<file path="src/rtl/scb_pkg.sv">
// Shared types for the in-order commit scoreboard: FSM states, result codes and queued entry layout.
package scb_pkg;

    localparam int unsigned SCB_DATA_W = 32;
    localparam int unsigned SCB_RD_W   = 5;
    localparam int unsigned SCB_ERR_W  = 3;

    typedef enum logic [1:0] {
        IDLE   = 2'd0,
        ACTIVE = 2'd1,
        HALT   = 2'd2
    } scb_state_t;

    typedef enum logic [SCB_ERR_W-1:0] {
        ERR_NONE          = 3'd0,
        ERR_PC_MISMATCH   = 3'd1,
        ERR_RD_MISMATCH   = 3'd2,
        ERR_DATA_MISMATCH = 3'd3,
        ERR_UNEXPECTED    = 3'd4,
        ERR_TIMEOUT       = 3'd5
    } scb_err_t;

    typedef struct packed {
        logic [SCB_DATA_W-1:0] pc;
        logic                  we;
        logic [SCB_RD_W-1:0]   rd;
        logic [SCB_DATA_W-1:0] data;
    } scb_entry_t;

endpackage

</file>
<file path="src/rtl/scb_fifo.sv">
// Synchronous FIFO of expected commit entries; push is refused when full, pop when empty.
module scb_fifo
    import scb_pkg::*;
#(
    parameter int unsigned DEPTH = 8
) (
    input  logic                   clk,
    input  logic                   reset,
    input  logic                   flush,
    input  logic                   push,
    input  logic                   pop,
    input  scb_entry_t             wr_entry,
    output scb_entry_t             head_c,
    output logic                   full_c,
    output logic                   empty_c,
    output logic [$clog2(DEPTH):0] count
);

    localparam int unsigned PTR_W = $clog2(DEPTH);
    localparam int unsigned OCC_W = PTR_W + 1;

    scb_entry_t       mem [DEPTH];
    logic [PTR_W-1:0] wptr;
    logic [PTR_W-1:0] rptr;
    logic             do_push;
    logic             do_pop;

    assign full_c  = (count == OCC_W'(DEPTH));
    assign empty_c = (count == '0);
    assign head_c  = mem[rptr];
    assign do_push = push && !full_c && !flush;
    assign do_pop  = pop && !empty_c && !flush;

    // Pointers wrap naturally because DEPTH is a power of two.
    always_ff @(posedge clk or negedge reset) begin
        if (!reset) begin
            wptr  <= '0;
            rptr  <= '0;
            count <= '0;
        end else if (flush) begin
            wptr  <= '0;
            rptr  <= '0;
            count <= '0;
        end else begin
            if (do_push) wptr <= wptr + PTR_W'(1);
            if (do_pop)  rptr <= rptr + PTR_W'(1);
            count <= count + OCC_W'(do_push) - OCC_W'(do_pop);
        end
    end

    always_ff @(posedge clk) begin
        if (do_push) mem[wptr] <= wr_entry;
    end

endmodule

</file>
<file path="src/rtl/commit_scoreboard.sv">
// In-order commit scoreboard: queues predicted write-backs and checks them against CPU commits.
// Optional head-entry watchdog enabled by defining SCB_TIMEOUT_EN.
module commit_scoreboard
    import scb_pkg::*;
#(
    parameter int unsigned DATA_W       = 32,
    parameter int unsigned DEPTH        = 8,
    parameter int unsigned CNT_W        = 16,
    parameter int unsigned TIMEOUT      = 64,
    parameter int unsigned STOP_ON_FAIL = 0
) (
    input  logic                   clk,
    input  logic                   reset,
    input  logic                   flush,
    input  logic                   exp_valid,
    output logic                   exp_ready,
    input  logic [DATA_W-1:0]      exp_pc,
    input  logic                   exp_we,
    input  logic [4:0]             exp_rd,
    input  logic [DATA_W-1:0]      exp_data,
    input  logic                   act_valid,
    input  logic [DATA_W-1:0]      act_pc,
    input  logic                   act_we,
    input  logic [4:0]             act_rd,
    input  logic [DATA_W-1:0]      act_data,
    output logic                   chk_done,
    output logic                   chk_pass,
    output logic [2:0]             err_code,
    output logic [CNT_W-1:0]       pass_cnt,
    output logic [CNT_W-1:0]       fail_cnt,
    output logic [1:0]             state,
    output logic [$clog2(DEPTH):0] count
);

    localparam int unsigned OCC_W = $clog2(DEPTH) + 1;

    scb_state_t       state_q, state_nxt;
    scb_err_t         err_q, err_nxt, res_err;
    logic             done_nxt, pass_nxt;
    logic [CNT_W-1:0] pass_cnt_nxt, fail_cnt_nxt;
    logic [OCC_W-1:0] occ_nxt;

    scb_entry_t wr_entry, head_c;
    logic       full_c, empty_c;
    logic       halted, push_c, commit_c, pop_c, wd_fire_c;

    assign halted    = (state_q == HALT);
    assign exp_ready = !full_c && !halted;
    assign push_c    = exp_valid && exp_ready && !flush;
    assign commit_c  = act_valid && !halted && !flush;
    assign pop_c     = (commit_c && !empty_c) || wd_fire_c;
    assign wr_entry  = '{pc: SCB_DATA_W'(exp_pc), we: exp_we, rd: exp_rd,
                         data: SCB_DATA_W'(exp_data)};

    scb_fifo #(.DEPTH(DEPTH)) u_fifo (
        .clk      (clk),
        .reset    (reset),
        .flush    (flush),
        .push     (push_c),
        .pop      (pop_c),
        .wr_entry (wr_entry),
        .head_c   (head_c),
        .full_c   (full_c),
        .empty_c  (empty_c),
        .count    (count)
    );

`ifdef SCB_TIMEOUT_EN
    localparam int unsigned WD_W = $clog2(TIMEOUT + 1);
    logic [WD_W-1:0] wd_cnt;

    // Counts ACTIVE cycles without a commit; fires on the cycle the count would reach TIMEOUT.
    assign wd_fire_c = (state_q == ACTIVE) && !act_valid && !flush && !empty_c &&
                       (wd_cnt == WD_W'(TIMEOUT - 1));

    always_ff @(posedge clk or negedge reset) begin
        if (!reset)
            wd_cnt <= '0;
        else if (flush || state_q != ACTIVE || act_valid || wd_fire_c)
            wd_cnt <= '0;
        else
            wd_cnt <= wd_cnt + WD_W'(1);
    end
`else
    // Watchdog compiled out; TIMEOUT stays in the parameter list so both builds share one interface.
    assign wd_fire_c = 1'b0 && (TIMEOUT != 0);
`endif

    // Head compare with fixed priority: PC, then WE/RD, then data (only for real register writes).
    always_comb begin
        res_err = ERR_NONE;
        if (wd_fire_c)
            res_err = ERR_TIMEOUT;
        else if (empty_c)
            res_err = ERR_UNEXPECTED;
        else if (head_c.pc != SCB_DATA_W'(act_pc))
            res_err = ERR_PC_MISMATCH;
        else if (head_c.we != act_we || head_c.rd != act_rd)
            res_err = ERR_RD_MISMATCH;
        else if (head_c.we && head_c.rd != '0 && head_c.data != SCB_DATA_W'(act_data))
            res_err = ERR_DATA_MISMATCH;
    end

    always_comb begin
        done_nxt     = commit_c || wd_fire_c;
        pass_nxt     = done_nxt && (res_err == ERR_NONE);
        err_nxt      = done_nxt ? res_err : err_q;
        pass_cnt_nxt = pass_cnt;
        fail_cnt_nxt = fail_cnt;
        occ_nxt      = count + OCC_W'(push_c) - OCC_W'(pop_c);
        state_nxt    = state_q;

        if (pass_nxt && pass_cnt != '1)
            pass_cnt_nxt = pass_cnt + CNT_W'(1);
        if (done_nxt && !pass_nxt && fail_cnt != '1)
            fail_cnt_nxt = fail_cnt + CNT_W'(1);

        if (flush)
            state_nxt = IDLE;
        else if (state_q != HALT) begin
            if (done_nxt && !pass_nxt && STOP_ON_FAIL != 0)
                state_nxt = HALT;
            else if (occ_nxt == '0)
                state_nxt = IDLE;
            else
                state_nxt = ACTIVE;
        end
    end

    always_ff @(posedge clk or negedge reset) begin
        if (!reset) begin
            state_q  <= IDLE;
            err_q    <= ERR_NONE;
            chk_done <= 1'b0;
            chk_pass <= 1'b0;
            pass_cnt <= '0;
            fail_cnt <= '0;
        end else begin
            state_q  <= state_nxt;
            err_q    <= err_nxt;
            chk_done <= done_nxt;
            chk_pass <= pass_nxt;
            pass_cnt <= pass_cnt_nxt;
            fail_cnt <= fail_cnt_nxt;
        end
    end

    assign state    = state_q;
    assign err_code = err_q;

endmodule

</file>
<file path="config.mk">
export PLATFORM = sky130hd
export DESIGN_NAME = commit_scoreboard
export DESIGN_NICKNAME = d
export VERILOG_FILES = /design/src/rtl/scb_pkg.sv /design/src/rtl/scb_fifo.sv /design/src/rtl/commit_scoreboard.sv
export SDC_FILE = /design/constraint.sdc
export NUM_CORES = 1
export LEC_CHECK = 0
export ABC_CLOCK_PERIOD_IN_PS = 11900
export CAP_MARGIN = 20
export CORE_MARGIN = 5
export CORE_UTILIZATION = 63
export CTS_BUF_LIST = sky130_fd_sc_hd__clkbuf_16
export DETAILED_ROUTE_END_ITERATION = 8
export PLACE_DENSITY_LB_ADDON = 0.15
export SETUP_SLACK_MARGIN = 0.2
export SYNTH_ARGS = -nofsm -noshare
export SYNTH_HDL_FRONTEND = slang
export SYNTH_SLANG_ARGS = --single-unit
export TNS_END_PERCENT = 5
</file>
<file path="constraint.sdc">
create_clock -name clk -period 11.9 [get_ports clk]
set_input_delay 2.38 -clock clk [delete_from_list [all_inputs] [get_ports clk]]
set_output_delay 2.38 -clock clk [all_outputs]
set_load 0.02 [all_outputs]
</file>
==> run metrics <==
Initial Utilization 63.7%; Max Buffers Root-to-Sink 3; Yosys top cell by area edfxtp_1; Port Buf Inserts 187; CTS tree yes; max-cap violations 0; FMAX 0.187 GHz; DR vias/cell 6.15; Critical Path RT 12.37 ns; vias in the first global route between 10000 and 15000; Die H 208 um; maximum VDD drop between 0.1 and 0.15 mV; Die ar. 43200 um^2; worst-path maximum fanout 48; first-pass GRT wire length 80.2 mm; Synth top area share 68.1%; r2r worst-path depth 10; share of cells above drive strength 1 between 10% and 20%; drt first pass iters 6; Cell Area, Synth 24700 um^2; Avg WL per Cell 25.1 um; area delta synth->final 16.6%; Die W 208 um; post_cts resized 0; worst min-delay path class register to register; EDFF count, synth 560; Hold Crit Depth 1; final worst-path cycle share 45.0%; ys flop type edfxtp_1; Synth warnings 0; H-Tree Depth 2; CTS Buf Count 58; slew of the pin with the lowest slew margin 0.998 ns; Final HPWL DP 30.9 mm; FFs w/ async S/R, synth 7.89%; most instantiated cells after synthesis 560 x edfxtp_1, 150 x mux2i_1, 65 x mux4_2, 48 x dfrtp_1, 48 x xor2_1; antenna violation net count after detailed routing 0; Fin Hold WS 0.505 ns; ranking of synthesized cells by area edfxtp_1 68%, mux2i_1 6.1%, mux4_2 5.9%; synthesized instance count 1329; GRT Total Usage approximately a quarter; placed cell count 1998; Post-CTS Setup Inserts 0; area of the core 38700 um^2; most common cell in the netlist edfxtp_1; worst setup path class register to register; vias after detailed routing 12958; Sink Count 608; cts hold-fix bufs 0; status complete, no violations; Critical Path Source Type register; CP endpoint kind register; crit path time final roughly 5.4 ns; largest net degree at the start of global routing 123; Layout Skew 0.0133 ns; Root Buffer clkbuf_16; # fillers 2353; initial drt markers 1055; DR DRC count 0; Setup-failing EPs final 0; initial antenna violation count 5; worst skew pair latency 0.60 ns; placement row count 72; Seq cells post-synth between 600 and 700; count of different cell masters after synthesis 60; r2r setup slk approximately 6.5 ns; Ports 189; Power per Cell Area 182 nW/um^2; synthesized area per cell 18.6 um^2; Non-Filler Instances 2106; GRT overflow 0; Final Max Slew Viols 0; routability cong. 0.779; Layout Nets around 1700; static leakage 9.42 nW; clock slew at reported path FFs about 0.060 ns; post-synth net total 1489; RSZ-0062 raised after global routing false; arrival time of the worst setup path 5.83 ns; setup TNS 0 ns; max_slew headroom 33.4%; WL final 52.9 mm; Fin. Hold Viols 0; sequential fraction of the synthesis area between 70 and 80%
==> stage by stage <==
| stage | setup WS, ns | utilization (%) | area, um^2 | total power [mW] |
|---|---|---|---|---|
| floorplan | 3.70 | - | 24700 | 3.30 |
| global placement | 5.92 | 69.7 | 27000 | 3.58 |
| detailed placement | 6.01 | 69.7 | 27000 | 3.61 |
| CTS | 6.42 | 74.2 | 28800 | 5.29 |
| global route | 6.16 | 74.3 | 28800 | 5.47 |
| finish | 6.54 | 74.3 | 28800 | 5.25 |
==> critical path, stage by stage (launching register included) <==
cell and delay, ns:
dfrtp_4 0.86, buf_4 0.78, mux4_2 0.60, mux2i_1 0.20, xor2_1 0.22, nand4_1 0.18, nor3_1 0.66, and4b_1 0.62
o2111ai_4 0.31, or2_2 0.43, mux2_1 0.32
==> cell usage in the layout, fill, tap and decap left out, types with 20 or more instances in the layout <==
master,instances
mux4_2,65
a22oi_1,46
inv_1,31
nand3_1,26
nor2_1,20
xor2_1,48
mux2_2,25
nand2_1,28
clkdlybuf4s50_1,186
mux2i_1,150
a21oi_1,26
xnor2_1,26
clkbuf_16,59
edfxtp_1,560
dfrtp_1,45
==> area by class of cell <==
class / instances / area (um^2) / share of cell area (%)
diodes: 2 / 5.00 / 0.0174
multi-input cells: 649 / 6250 / 21.7
clock buffers: 59 / 1480 / 5.13
flip-flops and latches: 608 / 18000 / 62.6
well taps: 518 / 648 / 2.25
inverters: 16 / 60.1 / 0.209
repair buffers: 208 / 2050 / 7.11
clock inverters: 46 / 273 / 0.948
==> registers in the layout, indices dropped and copies added, names as in the netlist <==
register      cells
u_fifo.mem      560
fail_cnt         16
pass_cnt         16
u_fifo.count      4
err_code          3
u_fifo.rptr       3
u_fifo.wptr       3
chk_done          1
chk_pass          1
state             1
==> metal layers <==
layer | vias up | share of wire [%] | wire, um | GRT usage [%]
met2 | 440 | 50 | 26400 | 40.0
li1 | 5774 | - | - | -
met1 | 6657 | 41 | 21700 | 33.9
met4 | 8 | 2.3 | 1200 | 6.89
met5 | - | 0.091 | 48 | 0
met3 | 79 | 6.5 | 3460 | 4.80
==> cells by family after synthesis <==
| logic type | Yosys count | share of synthesized area [%] |
|---|---|---|
| buffers and inverters | 72 | 1.95 |
| AO/OA/AOI/OAI | 134 | 3.84 |
| AND/OR/NAND/NOR | 178 | 3.92 |
| adder cells (fa/ha/maj) | 15 | 0.821 |
| multiplexers | 247 | 13.8 |
| XOR/XNOR | 74 | 2.63 |
| other | 1 | 0.0152 |
| flip-flops | 608 | 73.0 |
==> path summary, 6_finish.rpt <==
check | start | to
max in group asynchronous | reset | u_fifo.rptr[0]$_DFFE_PN0P_
hold reg to reg | fail_cnt[7]$_DFFE_PN0P_ | fail_cnt[7]$_DFFE_PN0P_
setup reg to reg | u_fifo.rptr[1]$_DFFE_PN0P_ | pass_cnt[1]$_DFFE_PN0P_
min in group asynchronous | reset | fail_cnt[7]$_DFFE_PN0P_
hold / removal | fail_cnt[7]$_DFFE_PN0P_ | fail_cnt[7]$_DFFE_PN0P_
setup / recovery | u_fifo.rptr[1]$_DFFE_PN0P_ | pass_cnt[1]$_DFFE_PN0P_
==> where the power goes <==
part           internal, mW  leakage, nW  total (mW)  switching [mW]
logic                 0.484         2.82        1.05           0.565
clock network         0.954        0.911        1.68           0.728
registers              2.43         5.69        2.52          0.0882
No activity file was read; power rests on OpenSTA's default activity.
